[src/rtl/instr_decode_stage.sv]
// Decode stage: buffers fetched words in a small FIFO, decodes them, checks a
// per-register scoreboard for RAW/WAW hazards and issues micro-ops to execute.
module instr_decode_stage #(
    parameter int FIFO_DEPTH = 2,
    parameter int PC_WIDTH   = 17,
    parameter int REG_COUNT  = 32
) (
    input  logic                 clk,
    input  logic                 rst,
    input  logic                 in_valid,
    output logic                 in_ready,
    input  logic [31:0]          in_instr,
    input  logic [PC_WIDTH-1:0]  in_pc,
    output logic                 out_valid,
    input  logic                 out_ready,
    output logic [2:0]           out_class,
    output logic [7:0]           out_opcode,
    output logic [4:0]           out_dst,
    output logic [4:0]           out_src,
    output logic [15:0]          out_imm,
    output logic [PC_WIDTH-1:0]  out_pc,
    output logic                 out_writes,
    input  logic                 wb_valid,
    input  logic [4:0]           wb_reg,
    input  logic                 flush,
    output logic [REG_COUNT-1:0] busy_mask,
    output logic                 hazard_stall
);

    localparam int PTR_W = (FIFO_DEPTH > 1) ? $clog2(FIFO_DEPTH) : 1;
    localparam int CNT_W = PTR_W + 1;

    typedef enum logic {
        ST_RUN,
        ST_DRAIN
    } state_e;

    typedef enum logic [2:0] {
        CLS_NOP     = 3'd0,
        CLS_ALU     = 3'd1,
        CLS_LOAD    = 3'd2,
        CLS_STORE   = 3'd3,
        CLS_JUMP    = 3'd4,
        CLS_ILLEGAL = 3'd7
    } class_e;

    state_e                state_q, state_d;
    logic [31:0]           instrMem_q [FIFO_DEPTH];
    logic [PC_WIDTH-1:0]   pcMem_q    [FIFO_DEPTH];
    logic [PTR_W-1:0]      wrPtr_q, wrPtr_d;
    logic [PTR_W-1:0]      rdPtr_q, rdPtr_d;
    logic [CNT_W-1:0]      count_q, count_d;
    logic [REG_COUNT-1:0]  busy_q, busy_d;

    logic                  outValid_q;
    logic [2:0]            outClass_q;
    logic [7:0]            outOpcode_q;
    logic [4:0]            outDst_q;
    logic [4:0]            outSrc_q;
    logic [15:0]           outImm_q;
    logic [PC_WIDTH-1:0]   outPc_q;
    logic                  outWrites_q;

    logic [31:0]           headInstr;
    logic [PC_WIDTH-1:0]   headPc;
    logic [7:0]            headOpcode;
    logic [4:0]            headDst;
    logic [4:0]            headSrc;
    logic [15:0]           headImm;
    logic                  headValid;
    class_e                decClass;
    logic                  decWrites;
    logic                  decReadsSrc;
    logic                  decReadsDst;
    logic                  blocked;
    logic                  outFree;
    logic                  issue;
    logic                  isRedirect;
    logic                  pushEn;
    logic                  unusedHeadBits;

    assign headInstr  = instrMem_q[rdPtr_q];
    assign headPc     = pcMem_q[rdPtr_q];
    assign headOpcode = headInstr[7:0];
    assign headDst    = headInstr[12:8];
    assign headSrc    = headInstr[20:16];
    assign headImm    = headInstr[31:16];
    assign unusedHeadBits = ^headInstr[15:13];

    assign headValid = (count_q != '0);
    assign in_ready  = (count_q < CNT_W'(FIFO_DEPTH));

    always_comb begin
        decClass    = CLS_ILLEGAL;
        decWrites   = 1'b0;
        decReadsSrc = 1'b0;
        decReadsDst = 1'b0;
        case (headOpcode)
            8'h00: decClass = CLS_NOP;
            8'h01: begin
                decClass  = CLS_ALU;
                decWrites = 1'b1;
            end
            8'h02, 8'h03: begin
                decClass    = CLS_ALU;
                decWrites   = 1'b1;
                decReadsSrc = 1'b1;
                decReadsDst = 1'b1;
            end
            8'h04: begin
                decClass  = CLS_LOAD;
                decWrites = 1'b1;
            end
            8'h05: begin
                decClass    = CLS_STORE;
                decReadsSrc = 1'b1;
            end
            8'h10: decClass = CLS_JUMP;
            default: decClass = CLS_ILLEGAL;
        endcase
    end

    // Hazards look only at the registered scoreboard; a writeback in the same
    // cycle unblocks the head one cycle later.
    assign blocked = (decReadsSrc && busy_q[headSrc]) ||
                     ((decReadsDst || decWrites) && busy_q[headDst]);

    assign hazard_stall = headValid && (state_q == ST_RUN) && blocked;
    assign outFree      = !outValid_q || out_ready;
    assign issue        = headValid && (state_q == ST_RUN) && !blocked && outFree && !flush;
    assign isRedirect   = (decClass == CLS_JUMP) || (decClass == CLS_ILLEGAL);

    // Words arriving after a redirect is issued, while draining, or during a
    // flush are accepted on the handshake but dropped.
    assign pushEn = in_valid && in_ready && (state_q == ST_RUN) && !flush &&
                    !(issue && isRedirect);

    always_comb begin
        state_d = state_q;
        wrPtr_d = wrPtr_q;
        rdPtr_d = rdPtr_q;
        count_d = count_q;
        if (flush) begin
            state_d = ST_RUN;
            wrPtr_d = '0;
            rdPtr_d = '0;
            count_d = '0;
        end else if (state_q == ST_DRAIN) begin
            wrPtr_d = '0;
            rdPtr_d = '0;
            count_d = '0;
        end else if (issue && isRedirect) begin
            state_d = ST_DRAIN;
            wrPtr_d = '0;
            rdPtr_d = '0;
            count_d = '0;
        end else begin
            if (pushEn) begin
                wrPtr_d = wrPtr_q + PTR_W'(1);
            end
            if (issue) begin
                rdPtr_d = rdPtr_q + PTR_W'(1);
            end
            count_d = count_q + CNT_W'(pushEn) - CNT_W'(issue);
        end
    end

    always_ff @(posedge clk) begin
        if (rst) begin
            state_q <= ST_RUN;
            wrPtr_q <= '0;
            rdPtr_q <= '0;
            count_q <= '0;
        end else begin
            state_q <= state_d;
            wrPtr_q <= wrPtr_d;
            rdPtr_q <= rdPtr_d;
            count_q <= count_d;
        end
    end

    always_ff @(posedge clk) begin
        if (pushEn) begin
            instrMem_q[wrPtr_q] <= in_instr;
            pcMem_q[wrPtr_q]    <= in_pc;
        end
    end

    // A set from an issuing writer overrides a same-cycle writeback clear.
    always_comb begin
        busy_d = busy_q;
        if (wb_valid) begin
            busy_d[wb_reg] = 1'b0;
        end
        if (issue && decWrites) begin
            busy_d[headDst] = 1'b1;
        end
    end

    always_ff @(posedge clk) begin
        if (rst) begin
            busy_q <= '0;
        end else begin
            busy_q <= busy_d;
        end
    end

    always_ff @(posedge clk) begin
        if (rst) begin
            outValid_q  <= 1'b0;
            outClass_q  <= 3'd0;
            outOpcode_q <= 8'd0;
            outDst_q    <= 5'd0;
            outSrc_q    <= 5'd0;
            outImm_q    <= 16'd0;
            outPc_q     <= '0;
            outWrites_q <= 1'b0;
        end else if (flush) begin
            outValid_q <= 1'b0;
        end else if (issue) begin
            outValid_q  <= 1'b1;
            outClass_q  <= decClass;
            outOpcode_q <= headOpcode;
            outDst_q    <= headDst;
            outSrc_q    <= headSrc;
            outImm_q    <= headImm;
            outPc_q     <= headPc;
            outWrites_q <= decWrites;
        end else if (out_ready) begin
            outValid_q <= 1'b0;
        end
    end

    assign out_valid  = outValid_q;
    assign out_class  = outClass_q;
    assign out_opcode = outOpcode_q;
    assign out_dst    = outDst_q;
    assign out_src    = outSrc_q;
    assign out_imm    = outImm_q;
    assign out_pc     = outPc_q;
    assign out_writes = outWrites_q;
    assign busy_mask  = busy_q;

endmodule

[config.mk]
export PLATFORM = sky130hd
export DESIGN_NAME = instr_decode_stage
export DESIGN_NICKNAME = d
export VERILOG_FILES = /design/src/rtl/instr_decode_stage.sv
export SDC_FILE = /design/constraint.sdc
export NUM_CORES = 1
export LEC_CHECK = 0
export BUFFER_PORTS_ARGS = -buffer_cell sky130_fd_sc_hd__buf_2
export CORE_ASPECT_RATIO = 1.4
export CORE_MARGIN = 5
export CORE_UTILIZATION = 40
export CTS_BUF_LIST = sky130_fd_sc_hd__clkbuf_2 sky130_fd_sc_hd__clkbuf_4 sky130_fd_sc_hd__clkbuf_8
export CTS_CLUSTER_DIAMETER = 200
export CTS_CLUSTER_SIZE = 20
export DETAILED_ROUTE_END_ITERATION = 8
export GPL_ROUTABILITY_DRIVEN = 0
export PLACE_DENSITY = 0.71
export SLEW_MARGIN = 10
export SYNTH_ARGS = -nofsm -noshare
export SYNTH_HDL_FRONTEND = slang
export SYNTH_SLANG_ARGS = --single-unit
[constraint.sdc]
create_clock -name clk -period 7 [get_ports clk]
set_input_delay 0.7 -clock clk [delete_from_list [all_inputs] [get_ports clk]]
set_output_delay 0.7 -clock clk [all_outputs]
set_load 0.005 [all_outputs]
; After elaboration in Yosys (flattened, before gate mapping)
; Memories as Yosys holds them, arrays and structs flattened. A register that Yosys moved wholly into a read port is not among the register bits.
; Index checks and enable logic that the tools add are counted.
[classes]
eq_ne = 8
n_lt_le_gt_ge = 6
muxes = 22
reduce_logical = 33
addsub = 4
bitwise_logic = 5
[ops]
columns = operator, count
row1 = $mux W32, 2
row2 = $and A32 B32 Y32, 1
row3 = $not A32 Y32, 1
row4 = $or A32 B32 Y32, 1
row5 = $lt A5 B6 Y1 const B, 3
row6 = $eq A8 B2 Y1 const B, 2
row7 = $eq A8 B3 Y1 const B, 2
row8 = $logic_and A1 B1 Y1, 15
row9 = $mux W1, 15
row10 = $pmux W3 S5, 1
row11 = $bmux W1 S5, 2
row12 = $demux W1 S5, 2
row13 = $ge A5 B1 Y1 const B, 2
row14 = $eq A8 B1 Y1 const B, 1
row15 = $eq A8 B5 Y1 const B, 1
row16 = $logic_not A8 Y1, 1
row17 = $reduce_or A4 Y1, 2
row18 = $eq A3 B3 Y1 const B, 2
row19 = $reduce_or A3 Y1, 2
row20 = $logic_not A1 Y1, 4
row21 = $logic_or A1 B1 Y1, 4
row22 = $reduce_bool A2 Y1, 2
row23 = $reduce_or A2 Y1, 2
row24 = $add A1 B1 Y1 const B, 2
row25 = 5 further kinds, 6
[word_totals]
mem_count = 2
ramBits = 98
output_inout_bits = 90
ff_bits = 76
[memory_table]
columns = memory, words, width, read_ports, rd_ports_with_merged_regs, write_ports, line
row1 = instrMem_q, 2, 32, 1, 1, 1, 48  ; logic [31:0] instrMem_q [FIFO_DEPTH];
row2 = pcMem_q, 2, 17, 1, 1, 1, 49  ; logic [PC_WIDTH-1:0] pcMem_q [FIFO_DEPTH];

; Depth between registers and ports, before layout
; Gate-level depths: netlist of run 1.
[logic_depth]
depth_word = 15
ltp_mapped = 20

; Worst setup path before layout of run 1
; Ideal clock, no wire load.
[synth_timing]
path_type = register to register
from = mem instrMem_q[0][3]
to = mem instrMem_q[0][0] (enable)
stages_incl_launch_ff = 11
t_arrival_ns = 4.627
setup_time_ns = 0.465
path_slack_ns = 1.908
synth_period_minus_slack_ns = 5.092
cell_sequence = edfxtp_1 -> or4_4 -> or3_4 -> a22oi_2 -> nand3_1 -> or4_1 -> buf_2 -> nand4_4 -> inv_4 -> buf_6 -> a21oi_1
[synth_rtl]
columns = item, line
row1 = start: declaration, 48

==> metrics.txt, run 1 <==
status completed; HPWL reported at the end of detailed placement 14900 µm; Worst Hold Class primary input to flip-flop; share of the yosys chip area belonging to registers a little over half; utilization of the core after routing 46.6%; All-Layer GR Usage between 15 and 20%; starting density of the core 40.8%; Net count, final just under 900; vias in the first global route 6182; Worst Reg2Reg Path Length in Cells 11; time the worst path needs with I/O delays and setup 5.19 ns; Syn Inst Count 704; most frequent standard cell in the layout excluding fill and tap cells buf_2; clock slew at reported path FFs roughly 0.1 ns; critical path required time just over 7 ns; synthesized net count between 700 and 800; setup slack, reg-to-reg ~1.8 ns; Yosys cell types between 60 and 70; count of fill cells added during filler insertion around 1900; total number of placement rows 63; type of the worst setup path flip-flop to flip-flop; top-level I/O count 150; H-tree depth reported by CTS 4; final setup vio count 0; Worst slew margin between 20 and 25%; number of I/O port buffers approximately 150; TritonCTS buffer count 17; crit path launch type flip-flop; routed len/inst just over 20 µm; count of max-cap constraint violations 0; capturing element type of the critical path flip-flop; f_max approximately 0.19 GHz; share of the cycle needed by the critical path after routing between 70% and 80%; DIE HEIGHT between 150 and 200 µm; share of layout cells above drive strength 1 34.0%; leakage power of the design between 3 and 4 nW; later-pin clock latency in the skew report 0.47 ns; Detailed Route WL roughly 22000 µm; total of warnings raised by yosys 0; count of instances resized after the clock tree is built 0; post-synthesis share of cell area spent on full adders, half adders and majority gates less than 1%; number of buffers on the longest clock path 2; xor and xnor fraction of the mapped netlist area 0.405%; worst-margin pin slew about 1.2 ns; Min Hold Slack 0.416 ns; fraction of registers with async set/reset 0%; placed cells between 1000 and 1500; Worst Hold Path Cells 1; flip-flop and latch count after synthesis approximately 180; data arrival time of the critical path around 5.4 ns; first-pass GRT wire length roughly 34000 µm; die footprint roughly 25000 µm²; TritonCTS clock tree done; Post-synth EDFFs 92; post-synthesis share of cell area spent on and, or, nand and nor gates a little over a tenth; synthesis-to-finish area growth 14.2%; Reg2Reg Capture Point instrMem_q[0][22]$_DFFE_PP_; violation count after the first detailed-route iteration 420; RSZ-0062 raised after global routing no; highest-count cells in the layout ignoring fill and taps buf_2, edfxtp_1, dfxtp_1; buffers inserted by post-CTS timing repair 0; CTS sink count 181; horizontal extent of the die around 130 µm; final routed DRC violation total 0; Top FF cell, synth edfxtp_1; number of vias per cell ~5.8; Crit Path Max Fanout between 50 and 60; overflow left after global routing 0; synthesized-area fraction occupied by ao, oa, aoi and oai cells ~20%; number of iterations in the first detailed-routing pass 6; ANT nets after route 0; number of max-slew violations in the final report 0; start point of the worst hold path in_pc[8]; DR vias around 6400; root buffer selected by CTS clkbuf_8; worst voltage drop across the vdd grid approximately 0.12 mV; CORE AREA roughly 21000 µm²; Fin Setup TNS 0 ns; number of hold-repair buffers added at the cts stage 0; final-report hold violation count 0; multiplexer fraction of the synthesized cell area a little over a tenth; mean cell area of the mapped netlist about 12 µm²; Mapped Area between 8000 and 9000 µm²; Hold Path Sink pcMem_q[1][8]$_DFFE_PP_; largest net degree at the start of global routing 69; worst setup skew after layout between 0.015 and 0.02 ns; final cell count without fillers approximately 1100; initial antenna violation count 2; power per cell area roughly 210 nW/µm²; combinational family with the most area after synthesis compound AO/OA/AOI/OAI gates
==> stage by stage <==
step / cell area, µm² / total power, W / setup slack [ns]
finish: 9870 / 0.00209 / 1.81
global placement: 9450 / 0.00136 / 1.78
floorplan: 8650 / 0.00130 / 1.91
global route: 9870 / 0.00217 / 1.39
CTS: 9870 / 0.00211 / 1.73
detailed placement: 9450 / 0.00137 / 1.74
==> cell type report <==
type,instances,area (µm²),share of cell area (%)
sequential,181,4550,46.1
multi-input combinational,453,3710,37.6
timing repair buffer,158,836,8.47
tap,260,325,3.30
clock buffer,17,234,2.37
clock inverter,15,186,1.89
inverter,8,32.5,0.330
antenna,1,2.50,0.0254
==> how the worst max path moves through the flow <==
| stage | from | endpoint | slack [ns] | depth (start not counted) |
|---|---|---|---|---|
| 3_5_place_dp | flip-flop | instrMem_q[0][22]$_DFFE_PP_ | 1.74 | 11 |
| 2_1_floorplan | instrMem_q[0][3]$_DFFE_PP_ | instrMem_q[0][0]$_DFFE_PP_ | 1.91 | 10 |
| 5_1_grt | flip-flop | instrMem_q[0][22]$_DFFE_PP_ | 1.39 | 11 |
| 6_report | flip-flop | instrMem_q[0][22]$_DFFE_PP_ | 1.81 | 11 |
| 3_3_place_gp | flip-flop | instrMem_q[0][24]$_DFFE_PP_ | 1.78 | 11 |
| 4_1_cts | flip-flop | instrMem_q[0][20]$_DFFE_PP_ | 1.73 | 11 |
==> synth_stat cells, drive strengths merged (9+ instances only) <==
| master | instances | share of area (%) |
|---|---|---|
| edfxtp | 92 | 32 |
| dfxtp | 89 | 21 |
| mux2i | 76 | 9.3 |
| a41oi | 48 | 6.4 |
| a211oi | 47 | 6.6 |
| o21ai | 45 | 2.6 |
| nand3 | 38 | 2.2 |
| buf | 36 | 3.3 |
| clkbuf | 26 | 1.1 |
| nor2 | 24 | 1.0 |
| nand2 | 23 | 1.0 |
| o22ai | 18 | 1.3 |
| nor2b | 16 | 1.2 |
| nand3b | 14 | 1.2 |
| a21oi | 11 | 0.68 |
| nor3 | 11 | 0.64 |
| nand2b | 9 | 0.65 |
==> sequential cells by signal, summed over array words and instances (netlist names), 2 cells and up, named ones only <==
signal / flops
out_pc: 17
pcMem_q: 34
out_opcode: 8
instrMem_q: 58
out_dst: 5
busy_mask: 32
out_class: 3
count_q: 2
out_src: 4
out_imm: 12
==> logic make-up (layout without fill, tap and decap cells) <==
family                     Yosys count  count (layout)
adders and majority gates            2               2
and+or+nand+nor                    164             164
other                                0               1
DFF                                181             181
AOI/OAI and AO/OA                  198             198
muxes                               85              85
buffers and inverters               70             198
xor gates and xnor gates             4               4
==> critical path, cell delays in order (launching register included) <==
cell and delay, ns:
dfxtp_2 0.50, buf_4 0.53, mux2i_1 0.44, nand3_1 0.15
a22oi_2 0.19, nand3_1 0.09, or4_2 0.54, buf_4 0.36
nand4_4 0.48, inv_4 0.45, a21oi_4 0.81, buf_12 0.28
==> per-layer routing <==
metal | up-vias | global-route usage, % | share of wire [%]
met3 | 36 | 3.18 | 5.8
met4 | 2 | 7.17 | 2.5
met2 | 230 | 31.6 | 53
li1 | 2976 | - | -
met1 | 3117 | 21.4 | 39
met5 | - | 0 | 0.032
==> power breakdown <==
group          switching, W  internal (W)
Clock              0.000411      0.000334
Sequential        0.0000185       0.00115
Combinational      0.000105     0.0000721
Total              0.000535       0.00155
(Power assumes the default switching activity.)
==> inputs of run 2 (changes only) <==
PLACE_DENSITY = 0.74   (was 0.71)
clock period = 4.4 ns   (was 7 ns; I/O delays follow)
==> run 2 against run 1 <==
Sequential cell count unchanged; critical endpoint is now hazard_stall; utilization increased by 0.22 points; clock power increased by 57%; highest routed layer is now met4; hold slack got worse by 0.26 ns; largest cell class unchanged.
==> metrics.txt, run 2 (same netlist as run 1, synthesis figures left out) <==
worst setup skew after layout 0.0149 ns (was 0.0184 ns); vias in the first global route 6463 (was 6182); type of the worst setup path flip-flop to output port (was flip-flop to flip-flop); start point of the worst hold path in_pc[1] (was in_pc[8]); number of I/O port buffers 146 (unchanged); final-report hold violation count 0 (unchanged); finished layout cell area 9920 µm² (was 9870 µm²); horizontal extent of the die 134 µm (unchanged); cell area after placement 9500 µm² (was 9450 µm²); die footprint 24700 µm² (unchanged); overflow left after global routing 0 (unchanged); power per cell area 334 nW/µm² (was 212 nW/µm²); DIE HEIGHT 184 µm (unchanged); HPWL reported at the end of detailed placement 15600 µm (was 14900 µm); RSZ-0062 raised after global routing no (unchanged); TritonCTS buffer count 17 (unchanged); starting density of the core 40.8% (unchanged); setup slack, reg-to-reg 0.55 ns (was 1.81 ns); CTS sink count 181 (unchanged); final setup vio count 0 (unchanged); data arrival time of the critical path 3.59 ns (was 5.35 ns); critical path required time 3.96 ns (was 7.16 ns); initial antenna violation count 2 (unchanged); Detailed Route WL 23100 µm (was 22200 µm); violation count after the first detailed-route iteration 532 (was 420); number of iterations in the first detailed-routing pass 5 (was 6); max FFs per register 58 (unchanged); leakage power of the design 3.43 nW (was 3.40 nW); H-tree depth reported by CTS 4 (unchanged); number of max-slew violations in the final report 0 (unchanged); status completed (unchanged); Worst Hold Class primary input to flip-flop (unchanged); number of vias per cell 5.88 (was 5.82); total number of placement rows 63 (unchanged); synthesis-to-finish area growth 14.7% (was 14.2%); Worst Reg2Reg Path Length in Cells 14 (was 11); Reg2Reg Capture Point count_q[1]$_SDFF_PP0_ (was instrMem_q[0][22]$_DFFE_PP_); worst-margin pin slew 0.907 ns (was 1.16 ns); capturing element type of the critical path output port (was flip-flop); All-Layer GR Usage 18.4% (was 17.8%); share of layout cells above drive strength 1 34.7% (was 34.0%); register with the highest flop count instrMem_q (unchanged); Hold Path Sink pcMem_q[1][1]$_DFFE_PP_ (was pcMem_q[1][8]$_DFFE_PP_); Worst Hold Path Cells 1 (unchanged); later-pin clock latency in the skew report 0.46 ns (was 0.47 ns); number of hold-repair buffers added at the cts stage 0 (unchanged); DR vias 6482 (was 6361); most frequent standard cell in the layout excluding fill and tap cells buf_2 (unchanged); CORE AREA 21200 µm² (unchanged); routed len/inst 20.9 µm (was 20.3 µm); ANT nets after route 0 (unchanged); first-pass GRT wire length 35700 µm (was 34400 µm); clock slew at reported path FFs 0.10 ns (about the same); count of max-cap constraint violations 0 (unchanged); worst voltage drop across the vdd grid 0.178 mV (was 0.120 mV); Fin Setup TNS 0 ns (unchanged); crit path launch type flip-flop (unchanged); share of the cycle needed by the critical path after routing roughly nine tenths; top-level I/O count 150 (unchanged); Net count, final 890 (was 881); time the worst path needs with I/O delays and setup between 4 and 5 ns; TritonCTS clock tree done (unchanged); buffers inserted by post-CTS timing repair 0 (unchanged); number of buffers on the longest clock path 2 (unchanged); f_max 0.248 GHz; highest-count cells in the layout ignoring fill and taps buf_2, edfxtp_1, dfxtp_1 (unchanged); largest net degree at the start of global routing 71 (was 69); Crit Path Max Fanout 48 (was 55); Worst slew margin 39.5% (was 22.3%); root buffer selected by CTS clkbuf_8 (unchanged); final routed DRC violation total 0 (unchanged)
-- run 2: cell count changes in the layout (fill, tap and decap cells not counted), sizes merged --
cell,delta
buf,+9
clkinv,-3
clkbuf,+1
clkinvlp,+2
-- run 2: what timing repair did --
item	4_1_cts	5_1_grt
setup endpoints to repair	0	1
gates resized for setup	0	2
endpoints found under the hold margin	0	0
-- run 2: power breakdown --
part	switching (W)	internal [W]	total (W)
combinational	0.000170	0.000116	0.000287
sequential	0.0000305	0.00182	0.00185
clock	0.000643	0.000530	0.00117
total	0.000844	0.00247	0.00331
-- run 2: worst max-delay path: stages, from the launching register on --
cell	delay, ns
dfxtp_4	0.54
mux2i_2	0.24
buf_4	0.29
mux2i_1	0.15
a22oi_1	0.19
o21ai_0	0.12
or4_2	0.72
buf_4	0.37
a31oi_1	0.31
buf_2	0.15
-- run 2: per-layer routing --
layer | wire length (µm) | global-route usage (%) | vias up
met2 | 11800 | 32.5 | 285
met5 | 0 | 0 | -
li1 | - | - | 2994
met1 | 8910 | 21.6 | 3143
met4 | 873 | 8.35 | 0
met3 | 1430 | 3.50 | 60
-- run 2: metrics by stage --
step | util [%] | worst slack, ns | total power, W | hold WS (ns) | instances
after floorplan | - | 0.250 | 0.00207 | 0.465 | 704
after global placement | 44.8 | 0.436 | 0.00217 | 0.463 | 1069
after global routing | 46.8 | 0.142 | 0.00344 | 0.120 | 1102
after detailed placement | 44.8 | 0.401 | 0.00218 | 0.462 | 1069
final | 46.8 | 0.372 | 0.00331 | 0.158 | 1102
after CTS | 46.7 | 0.161 | 0.00334 | 0.124 | 1101
-- run 2: how the worst max path moves through the flow --
stage                                     from                    endpoint  depth (start not counted)
finish                               flip-flop                hazard_stall                          9
global route                         flip-flop                hazard_stall                          9
CTS                                  flip-flop                hazard_stall                          9
detailed placement                   flip-flop       count_q[1]$_SDFF_PP0_                         15
global placement                     flip-flop       count_q[1]$_SDFF_PP0_                         15
floorplan           instrMem_q[0][3]$_DFFE_PP_  instrMem_q[0][0]$_DFFE_PP_                         10
-- run 2: layout make-up --
cell class / count / area (µm²)
timing repair buffer: 167 / 895
tap: 260 / 325
multi-input combinational: 453 / 3710
inverter: 8 / 32.5
clock buffer: 18 / 241
antenna: 1 / 2.50
clock inverter: 14 / 165
sequential: 181 / 4550
fill: 1908 / 11300
==> inputs of run 3 (changes only) <==
CELL_PAD_IN_SITES_DETAIL_PLACEMENT = 0   (was unset)
CELL_PAD_IN_SITES_GLOBAL_PLACEMENT = 1   (was unset)
PLACE_DENSITY = 0.86   (was 0.74)
SLEW_MARGIN = unset   (was 10)
==> run 3 against run 2 <==
Clock skew is essentially flat; utilization decreased by 0.071 points; fmax decreased by 3.2%; global-route usage is 0.16 points higher; largest cell class unchanged; critical path type unchanged; highest routed layer is now met5.
==> metrics.txt, run 3 (same netlist as run 1, synthesis figures left out) <==
status completed (unchanged); final-report hold violation count 0 (unchanged); worst voltage drop across the vdd grid 0.238 mV (was 0.178 mV); share of power burned in combinational logic 8.8% (was 8.6%); capturing element type of the critical path output port (unchanged); count of max-cap constraint violations 0 (unchanged); Detailed Route WL 22900 µm (was 23100 µm); sw power 0.000883 W (was 0.000844 W); clock slew at reported path FFs 0.11 ns (was 0.10 ns); TritonCTS clock tree done (unchanged); share of total power in the clock network 34.1% (was 35.4%); overflow left after global routing 0 (unchanged); synthesis-to-finish area growth 14.5% (was 14.7%); H-tree depth reported by CTS 4 (unchanged); starting density of the core 40.8% (unchanged); Sw Ratio 27.2% (was 25.5%); worst setup timing slack at the placement stage 0.558 ns (was 0.401 ns); share of layout cells above drive strength 1 34.4% (was 34.7%); routed len/inst 20.8 µm (was 20.9 µm); DR vias 6420 (was 6482); All-Layer GR Usage 18.6% (was 18.4%); leakage power of the design 3.41 nW (was 3.43 nW); top-level I/O count 150 (unchanged); power per cell area 328 nW/µm² (was 334 nW/µm²); max FFs per register 58 (unchanged); TritonCTS buffer count 17 (unchanged); highest-count cells in the layout ignoring fill and taps buf_2, edfxtp_1, dfxtp_1 (unchanged); worst-margin pin slew 0.890 ns (was 0.907 ns); number of hold-repair buffers added at the cts stage 0 (unchanged); horizontal extent of the die 134 µm (unchanged); CTS sink count 181 (unchanged); share of the cycle needed by the critical path after routing 94.5% (was 91.5%); Net count, final 886 (was 890); violation count after the first detailed-route iteration 541 (was 532); final cell count without fillers 1099 (was 1102); cell-by-cell listing of the critical path buf_4 -> nor2b_1 -> a32o_1 -> a22oi_1 -> o21ai_0 -> or4_2 -> buf_4 -> a31oi_1 -> buf_2 (was mux2i_2 -> buf_4 -> mux2i_1 -> a22oi_1 -> o21ai_0 -> or4_2 -> buf_4 -> a31oi_1 -> buf_2); final setup vio count 0 (unchanged); RSZ-0062 raised after global routing no (unchanged); initial antenna violation count 6 (was 2); register with the highest flop count instrMem_q (unchanged); f_max 0.240 GHz (was 0.248 GHz); type of the worst setup path flip-flop to output port (unchanged); crit path launch type flip-flop (unchanged); number of buffers on the longest clock path 2 (unchanged); largest net degree at the start of global routing 64 (was 71); die footprint 24700 µm² (unchanged); total number of placement rows 63 (unchanged); number of max-slew violations in the final report 0 (unchanged); Largest delay share family, worst path buffers and inverters (unchanged); number of iterations in the first detailed-routing pass 6 (was 5); Min Hold Slack 0.161 ns (was 0.158 ns); final routed DRC violation total 0 (unchanged); later-pin clock latency in the skew report 0.46 ns (about the same); crit-path max cell delay 0.70 ns (was 0.72 ns); first-pass GRT wire length 36100 µm (was 35700 µm); buffers inserted by post-CTS timing repair 0 (unchanged); ANT nets after route 0 (unchanged); most frequent standard cell in the layout excluding fill and tap cells buf_2 (unchanged); CORE AREA 21200 µm² (unchanged); time the worst path needs with I/O delays and setup 4.16 ns (was 4.03 ns); number of I/O port buffers 146 (unchanged); sequential power share 57.0% (was 56.0%); critical path required time 3.96 ns (about the same); Worst Hold Class primary input to flip-flop (unchanged); worst-path cell with the longest stage delay or4_2 (unchanged); Worst slew margin 40.7% (was 39.5%); Crit Path Max Fanout 48 (unchanged); root buffer selected by CTS clkbuf_8 (unchanged); vias in the first global route 6317 (was 6463); worst setup skew after layout 0.0152 ns (was 0.0149 ns); DIE HEIGHT 184 µm (unchanged); HPWL reported at the end of detailed placement 15000 µm (was 15600 µm); Int Power 0.00237 W (was 0.00247 W); Fin Setup TNS 0 ns (unchanged); most used cell, CP buf_4 (unchanged); data arrival time of the critical path 3.72 ns (was 3.59 ns); crit path buf inv count 3 (unchanged); count of fill cells added during filler insertion 1939 (was 1908); placed cells 1065 (was 1069); final setup slack of the worst path 0.240 ns (was 0.372 ns); number of vias per cell 5.84 (was 5.88)
[run 3: cell count changes in the layout (fill, tap and decap cells not counted)]
cell	previous run	this run
clkbuf_4	1	0
clkinvlp_4	3	2
diode_2	1	2
dfxtp_4	1	0
clkinv_8	0	4
buf_4	21	15
bufinv_16	2	0
dfxtp_2	0	1
buf_12	0	2
inv_6	5	3
clkinv_4	0	2
[run 3: final cells by class]
type	instances	area, µm²	area share [%]
flip-flops and latches	181	4550	45.9
multi-input cells	453	3710	37.4
repair buffers	163	890	8.98
well taps	260	325	3.28
clock buffers	17	234	2.36
clock inverters	15	163	1.64
inverters	8	32.5	0.328
diodes	2	5.00	0.0505
[run 3: path summary, 6_finish.rpt]
| check | start | end | slack [ns] | cells past startpoint |
|---|---|---|---|---|
| hold / removal | in_pc[2] | pcMem_q[0][2]$_DFFE_PP_ | 0.16 | 1 |
| setup / recovery | flip-flop | hazard_stall | 0.24 | 9 |
| setup reg to reg | flip-flop | instrMem_q[1][29]$_DFFE_PP_ | 0.55 | 10 |
| hold reg to reg | out_writes$_SDFFE_PP0P_ | out_writes$_SDFFE_PP0P_ | 0.48 | 2 |
[run 3: metrics by stage]
stage               power [W]  area (µm²)  util (%)
CTS                   0.00329        9890      46.7
global route          0.00339        9900      46.7
global placement      0.00217        9500      44.8
floorplan             0.00207        8650         -
finish                0.00325        9900      46.7
detailed placement    0.00218        9500      44.8
[run 3: what timing repair did]
item | CTS | global route
endpoints found under the hold margin | 0 | 0
setup endpoints to repair | 0 | 1
gates resized for setup | 0 | 1
[run 3: layer usage]
| layer | track usage, % | wire (µm) |
|---|---|---|
| met5 | 0 | 42 |
| met2 | 30.7 | 11200 |
| met1 | 23.3 | 9410 |
| met4 | 7.50 | 715 |
| met3 | 4.65 | 1520 |
[run 3: power by group through the flow]
stage	registers [W]	clock network (W)	logic (W)
after floorplan	0.00189	0	0.000182
after global placement	0.00189	0	0.000284
after detailed placement	0.00189	0	0.000289
after CTS	0.00185	0.00114	0.000290
after global routing	0.00186	0.00121	0.000314
final	0.00185	0.00111	0.000288
